**config.mk**
```make
export PLATFORM = sky130hd
export DESIGN_NAME = tau_mac_seq
export DESIGN_NICKNAME = d
export VERILOG_FILES = /design/src/rtl/tau_mac_seq.sv
export SDC_FILE = /design/constraint.sdc
export NUM_CORES = 1
export LEC_CHECK = 0
export BUFFER_PORTS_ARGS = -buffer_cell sky130_fd_sc_hd__buf_2
export CORE_ASPECT_RATIO = 0.8
export CORE_MARGIN = 2
export CORE_UTILIZATION = 33
export DETAILED_ROUTE_END_ITERATION = 10
export GPL_ROUTABILITY_DRIVEN = 0
export SYNTH_ARGS = -nofsm -noshare
export SYNTH_HDL_FRONTEND = slang
export SYNTH_SLANG_ARGS = --single-unit
```
**constraint.sdc**
```tcl
create_clock -name clk -period 9.46 [get_ports clk]
set_input_delay 2.838 -clock clk [delete_from_list [all_inputs] [get_ports clk]]
set_output_delay 2.838 -clock clk [all_outputs]
set_load 0.01 [all_outputs]
```
**src/rtl/tau_mac_seq.sv**
```systemverilog
// tau_mac_seq: walks set bits of a MSB-first, accumulating (b << k) per bit into a dot product
module tau_mac_seq #(
  parameter int BITWIDTH = 8,
  parameter int VEC_LEN  = 4,
  parameter int ACC_BITS = 2*BITWIDTH + $clog2(VEC_LEN)
) (
  input  logic                clk,
  input  logic                reset_n,
  input  logic                in_valid,
  output logic                in_ready,
  input  logic [BITWIDTH-1:0] in_a,
  input  logic [BITWIDTH-1:0] in_b,
  input  logic                in_last,
  output logic                out_valid,
  input  logic                out_ready,
  output logic [ACC_BITS-1:0] out_acc,
  output logic                busy
);
  localparam int KW = BITWIDTH > 1 ? $clog2(BITWIDTH) : 1;
  typedef enum logic [1:0] {IDLE, SCAN, DONE} state_t;
  state_t state, state_nx;
  logic [BITWIDTH-1:0] a_q, b_q;
  logic last_q;
  logic [ACC_BITS-1:0] acc;
  logic [KW-1:0] k;
  // state register
  always_ff @(posedge clk or negedge reset_n)
    if (!reset_n) state <= IDLE;
    else state <= state_nx;
  // next-state: one handshake per state, scan runs until a_q is exhausted
  always_comb begin
    state_nx = state;
    case (state)
      IDLE:    state_nx = in_valid ? SCAN : IDLE;
      SCAN:    state_nx = |a_q ? SCAN : (last_q ? DONE : IDLE);
      DONE:    state_nx = out_ready ? IDLE : DONE;
      default: state_nx = IDLE;
    endcase
  end
  // index of the highest set bit of the remaining multiplier
  always_comb begin
    k = '0;
    for (int i = 0; i < BITWIDTH; i++) if (a_q[i]) k = KW'(i);
  end
  // operand capture, per-bit accumulate, clear on result handoff
  always_ff @(posedge clk or negedge reset_n)
    if (!reset_n) begin
      a_q <= '0;
      b_q <= '0;
      last_q <= 1'b0;
      acc <= '0;
    end else begin
      if (state == IDLE && in_valid) begin
        a_q <= in_a;
        b_q <= in_b;
        last_q <= in_last;
      end
      if (state == SCAN && |a_q) begin
        acc <= acc + (ACC_BITS'(b_q) << k);
        a_q[k] <= 1'b0;
      end
      if (state == DONE && out_ready) acc <= '0;
    end
  // outputs decoded from state
  always_comb begin
    in_ready = state == IDLE;
    out_valid = state == DONE;
    busy = state != IDLE;
    out_acc = acc;
  end
endmodule

```
==> results of run 1 <==
per-stage QoR:
stage,utilization,std cells
after CTS,0.393,449
after global placement,0.377,441
after floorplan,-,304
final,0.393,449
after global routing,0.393,449
after detailed placement,0.377,441
registers in the layout (all words and copies together) (netlist names):
name,count
a_q,8
b_q,8
last_q,1
out_acc,18
state,2
kinds of logic after synthesis:
family / share of synthesized area
adders and majority gates: 0.0752
AOI/OAI and AO/OA: 0.219
and+or+nand+nor: 0.171
DFF: 0.335
buffers and inverters: 0.0417
xor gates and xnor gates: 0.0317
muxes: 0.125
Yosys cell counts, types with 2 or more instances:
| library cell | n | area share |
|---|---|---|
| a211oi_1 | 6 | 0.016 |
| a21oi_1 | 27 | 0.049 |
| nand4_1 | 6 | 0.014 |
| and2_1 | 3 | 0.0068 |
| inv_1 | 9 | 0.012 |
| buf_2 | 5 | 0.0091 |
| nor2b_1 | 5 | 0.011 |
| xor2_1 | 5 | 0.016 |
| dfrtp_1 | 37 | 0.34 |
| ha_1 | 15 | 0.068 |
| mux2_2 | 12 | 0.049 |
| nand2_1 | 25 | 0.034 |
| o21bai_1 | 2 | 0.0054 |
| clkbuf_1 | 2 | 0.0027 |
| nor2_2 | 2 | 0.0045 |
| nand3_1 | 21 | 0.038 |
| buf_6 | 3 | 0.012 |
| o2bb2ai_1 | 3 | 0.0095 |
| mux2i_1 | 21 | 0.076 |
| o21ai_0 | 30 | 0.054 |
| o21a_1 | 3 | 0.0082 |
| buf_4 | 2 | 0.0054 |
| a211o_1 | 2 | 0.0063 |
| xnor2_1 | 5 | 0.016 |
| nor3_1 | 3 | 0.0054 |
| nand2b_1 | 3 | 0.0068 |
| nor2_1 | 19 | 0.026 |
| a21o_1 | 6 | 0.016 |
metal layers:
layer,GRT usage,routed length [um],vias to the layer above
li1,-,-,1190
met1,0.213,3420,1133
met2,0.240,2930,35
met3,0.0319,237,4
met4,0.0287,47,0
met5,0,0,-
worst max path at each step:
stage / slack, ps / end / cells after the start
6_report: 5600 / busy / 3
5_1_grt: 5490 / busy / 3
4_1_cts: 5590 / busy / 3
3_5_place_dp: 5280 / b_q[1] / 3
3_3_place_gp: 5320 / b_q[0] / 3
2_1_floorplan: 5610 / b_q[4] / 4
critical path, stage by stage (launching register included):
cell     delay (ps)
dfrtp_1         400
nor2_1          150
inv_1            50
buf_2           130
final cells by class:
class                           count  area share
Clock buffer                        5      0.0218
Sequential cell                    37       0.294
Tap cell                          108      0.0429
Timing Repair Buffer               41      0.0651
Inverter                            9      0.0107
Clock inverter                      3      0.0206
Multi-Input combinational cell    246       0.545
==> metrics.md, run 1 <==
| Metric | Value |
|---|---|
| Mean Syn Cell Area | 9.08 sq um |
| Post-synth EDFFs | 0 |
| Data required time at the worst endpoint | 6620 ps |
| Share of layout cells above drive strength 1 | 0.208 |
| Die ar. | 9120 sq um |
| HP Class | reg2reg |
| GR Util All Layers | 0.151 |
| Site row count | 29 |
| Startpoint Class | register |
| PortBufs | 41 |
| HPWL after DPL | 5100 um |
| Post-synthesis async set-or-reset flop share | 1.00 |
| Fillers | 832 |
| Worst setup margin | 5600 ps |
| Arrival @ worst endpoint | 1020 ps |
| Worst-path fanout max | 4 |
| Yosys reg bits | 37 |
| Clock Skews | 8.71 ps |
| First-pass GRT wire length | 10900 um |
| Max frequency | 0.259 GHz |
| Yosys cell types | 50 |
| Pin count of the biggest net entering global routing | 38 |
| Htree depth | 2 |
| CTS tree | built |
| WL final | 6640 um |
| # Max-Cap Violations | 0 |
| Dpl ws | 5280 ps |
| Worst reg2reg path endpoint | out_acc[16] |
| Hold path start | out_acc[17] |
| Nets | 377 |
| Status | completed |
| Placed cell area | 3020 sq um |
| Max-slew violations | 0 |
| Category of the most critical setup path | reg2out |
| RSZ-0062 raised after global routing | false |
| CTS-repair resized insts | 0 |
| Wirelength per Cell | 14.8 um |
| Cell Area, Synth | 2760 sq um |
| Clock transition at path regs | 80 ps |
| Min Tclk post-route | 3860 ps |
| Grt total ovfl | 0 |
| Inserted Clock Buffers | 5 |
| Die span in x | 106 um |
| WHS | 488 ps |
| Clk buf depth | 2 |
| # diodes | 0 |
| CP endpoint kind | output port |
| Synth warn | 0 |
| Most frequent cells in the layout | buf_2 (41), dfrtp_1 (37), o21ai_0 (30) |
| Setup-failing EPs final | 0 |
| Synth Flop Type | dfrtp_1 |
| Postcts setup bufs | 0 |
| Mapped Cells | 304 |
| Reg2Reg Depth | 12 |
| Reg2reg start | a_q[5] |
| Register Area | 926 sq um |
| Clock Root Buffer | clkbuf_8 |
| R2r setup slk | 5830 ps |
| Hold-critical path depth | 1 |
| # IOs | 42 |
| Initial antenna violation count | 0 |
| Commonest non-fill, non-tap cell in the layout | buf_2 |
| Vias | 2362 |
| Final Cell Area | 3150 sq um |
| Least-Margin Pin Slew | 894 ps |
| Core Region | 8020 sq um |
| Initial Utilization | 0.344 |
| Max transition margin | 0.404 |
| DRC viols | 0 |
| Clk_lat worst skew | 290 ps |
| Vias in the first global route | 2189 |
| DR iter-0 viols | 74 |
| DIE HEIGHT | 85.8 um |
| Post-route ant nets | 0 |
| Critical path launch point | state[0] |
| Vias per inst | 5.26 |
| DR pass1 iterations | 4 |
| Final worst path period share | 0.408 |
| Area Growth Syn to Fin | 14.2% |
| Sequential element share of the synthesized area | 0.335 |
| Hold Crit Endpoint | out_acc[17] |
| # hold bufs at CTS | 0 |
| Hold Fails Final Rpt | 0 |
| Clk sinks | 37 |
| Footprint of the multi-input gates | 1720 sq um |
| Syn_nets | 341 |
| Setup TNS | 0 ps |
Power of run 1 is left out: the tool's default activity adds up to more than one toggle a clock period on the data nets, which glitch-free logic cannot reach.
==> inputs of run 2 (changes only) <==
--- a/config.mk
+++ b/config.mk
@@ -5,6 +5,7 @@
 export SDC_FILE = /design/constraint.sdc
 export NUM_CORES = 1
 export LEC_CHECK = 0
+export ABC_AREA = 1
 export BUFFER_PORTS_ARGS = -buffer_cell sky130_fd_sc_hd__buf_2
 export CORE_ASPECT_RATIO = 0.8
 export CORE_MARGIN = 2
==> constraint.sdc (replaced) <==
create_clock -name clk -period 3.7 [get_ports clk]
set_input_delay 1.11 -clock clk [delete_from_list [all_inputs] [get_ports clk]]
set_output_delay 1.11 -clock clk [all_outputs]
set_load 0.01 [all_outputs]
==> metrics.md, run 2 <==
| Metric | Value |
|---|---|
| Clock Root Buffer | clkbuf_8 |
| Site row count | 29 (unchanged) |
| Grt met1 use | 0.261 (+0.0478) |
| Cell Area, Synth | 2790 sq um (+1.0%) |
| Max stage delay on crit path | 410 ps (about the same) |
| Data required time at the worst endpoint | 3870 ps (-2750 ps) |
| Dominant cell type by area after synthesis | dfrtp_1 |
| Crit-path leading delay family | simple AND/OR/NAND/NOR gates |
| Met2 GRT Util | 0.236 (-0.00326) |
| Vias | 2621 (+11%) |
| Final Cell Area | 3140 sq um (-0.28%) |
| Synth warn | 0 (unchanged) |
| Wirelength per Cell | 13.0 um (-12%) |
| First-pass GRT wire length | 12200 um (+13%) |
| GR Util All Layers | 0.168 (+0.0174) |
| Nets | 468 (+24%) |
| Vias per inst | 4.85 (-7.7%) |
| Least-Margin Pin Slew | 834 ps (-59.9 ps) |
| Post-route ant nets | 0 (unchanged) |
| Htree depth | 2 (unchanged) |
| Commonest non-fill, non-tap cell in the layout | nand2_1 |
| Hold Fails Final Rpt | 0 (unchanged) |
| Synth Flop Type | dfrtp_1 |
| Met3 GRT Util | 0.0338 (+0.00192) |
| Post-synth EDFFs | 0 (unchanged) |
| PortBufs | 41 (unchanged) |
| RSZ-0062 raised after global routing | false |
| Category of the most critical setup path | reg2reg |
| CTS tree | built |
| Initial Utilization | 0.346 (+0.00202) |
| Most frequent cells in the layout | nand2_1 (119), nand3_1 (45), buf_2 (41) |
| # hold bufs at CTS | 0 (unchanged) |
| Vias in the first global route | 2450 (+12%) |
| Core Region | 8060 sq um (+0.45%) |
| Initial antenna violation count | 0 (unchanged) |
| # IOs | 42 (unchanged) |
| Mean Syn Cell Area | 7.13 sq um (-21%) |
| Most used cell, CP | nand2_1 |
| DRC viols | 0 (unchanged) |
| Crit-path slowest cell | dfrtp_1 |
| Min Tclk post-route | 2940 ps |
| Postcts setup bufs | 0 (unchanged) |
| Setup-failing EPs final | 0 (unchanged) |
| Placed cell area | 3060 sq um (+1.4%) |
| Final worst path period share | 0.795 |
| Buf+Inv Stages, Crit Path | 2 (unchanged) |
| HPWL after DPL | 5670 um (+11%) |
| Status | completed |
| Top cell type's share of synthesized area | 0.332 (-0.00346) |
| CTS-repair resized insts | 0 (unchanged) |
| Clk buf depth | 2 (unchanged) |
| Yosys cell types | 37 (-26%) |
| Inserted Clock Buffers | 5 (unchanged) |
| Die ar. | 9210 sq um (+1.0%) |
| Max-slew violations | 0 (unchanged) |
| Clock Skews | 5.91 ps (-2.80 ps) |
| Count leader, synth | nand2_1 |
| # diodes | 0 (unchanged) |
| Inst Count DP | 532 (+21%) |
| Final cell count without fillers | 540 (+20%) |
| Max frequency | 0.340 GHz |
| Mapped Cells | 391 (+29%) |
| Setup TNS | 0 ps (unchanged) |
| Crit-path cells | nor2_1, nand2_1, nand2_1, inv_2, nor3_1, ha_1, inv_1, fa_1, o21ai_2, nand2_1, nand2_1, nand2_1, nand2_1, nand2_1, nand2_1, o21ai_0 |
| Share of layout cells above drive strength 1 | 0.188 (-0.0207) |
| WHS | 519 ps (+30.4 ps) |
| Worst-path fanout max | 11 (+7) |
| Yosys reg bits | 37 (unchanged) |
| Sequential element share of the synthesized area | 0.332 (-0.00346) |
| Syn_nets | 428 (+26%) |
| Pin count of the biggest net entering global routing | 38 (unchanged) |
| Grt total ovfl | 0 (unchanged) |
| Area Growth Syn to Fin | 12.7% |
| Startpoint Class | register |
| DR iter-0 viols | 164 (+120%) |
| Clock transition at path regs | 80 ps (about the same) |
| Die span in x | 107 um (+0.50%) |
| DR pass1 iterations | 4 (unchanged) |
| Post-synthesis async set-or-reset flop share | 1.00 (unchanged) |
| HP Class | reg2reg |
| # Max-Cap Violations | 0 (unchanged) |
| WL final | 7000 um (+5.4%) |
| Clk sinks | 37 (unchanged) |
| DIE HEIGHT | 86.2 um (+0.50%) |
| Ranking of synthesized cells by area | dfrtp_1 (33%), nand2_1 (16%), nand3_1 (8.1%) |
| Max reg flops | 18 (unchanged) |
| Arrival @ worst endpoint | 3120 ps (+2100 ps) |
| Commonest cells in the netlist | nand2_1 (119), nand3_1 (45), dfrtp_1 (37) |
| Clk_lat worst skew | 290 ps (about the same) |
| Max transition margin | 0.444 (+0.0399) |
| CP endpoint kind | register |
| Gr busiest metal | met1 |
## run 2: changes by cell type in the layout (fill, tap and decap cells not counted), sizes merged, moves of 5 or more
cell / delta
nand2: +100
inv: +30
nand3: +24
mux2i: -21
nor2: +19
o21ai: -7
a211oi: -6
a21o: -5
a21oi: -5
nor2b: -5
## run 2: cell families (layout without fill, tap and decap cells)
| group | count (synthesis) | count (layout) | share of synthesized area |
|---|---|---|---|
| AND/OR/NAND/NOR | 223 | 223 | 0.349 |
| AO/OA/AOI/OAI | 56 | 56 | 0.121 |
| buffers and inverters | 47 | 88 | 0.0776 |
| flip-flops | 37 | 37 | 0.332 |
| adder cells (fa/ha/maj) | 16 | 16 | 0.0745 |
| multiplexers | 9 | 9 | 0.0363 |
| XOR/XNOR | 3 | 3 | 0.00942 |
## run 2: final timing paths
path / start / to / slack [ps] / cells past startpoint
worst max-delay path: a_q[3] / out_acc[10] / 760 / 16
worst min-delay path: last_q / last_q / 520 / 1
worst max register to register: a_q[3] / out_acc[10] / 760 / 16
worst min register to register: last_q / last_q / 520 / 1
max in group asynchronous: reset_n / b_q[5] / 2260 / 1
min in group asynchronous: reset_n / out_acc[3] / 910 / 1
## run 2: area by class of cell
type                            count  area (sq um)
Clock inverter                      2          10.0
Clock buffer                        6          72.6
Multi-Input combinational cell    307          1650
Timing Repair Buffer               41           205
Tap cell                          108           135
Inverter                           39           149
Sequential cell                    37           926
Fill cell                         865          4910
## run 2: metrics by stage
stage	utilization	setup slack [ps]
after CTS	0.390	778
after floorplan	-	1340
final	0.390	757
after global placement	0.380	857
after global routing	0.390	387
after detailed placement	0.380	792
## run 2: layer usage
layer / vias to the layer above / wire length [um]
li1: 1375 / -
met5: - / 0
met4: 0 / 54
met2: 73 / 2750
met3: 5 / 422
met1: 1168 / 3770
Power of run 2 is left out for the same reason.
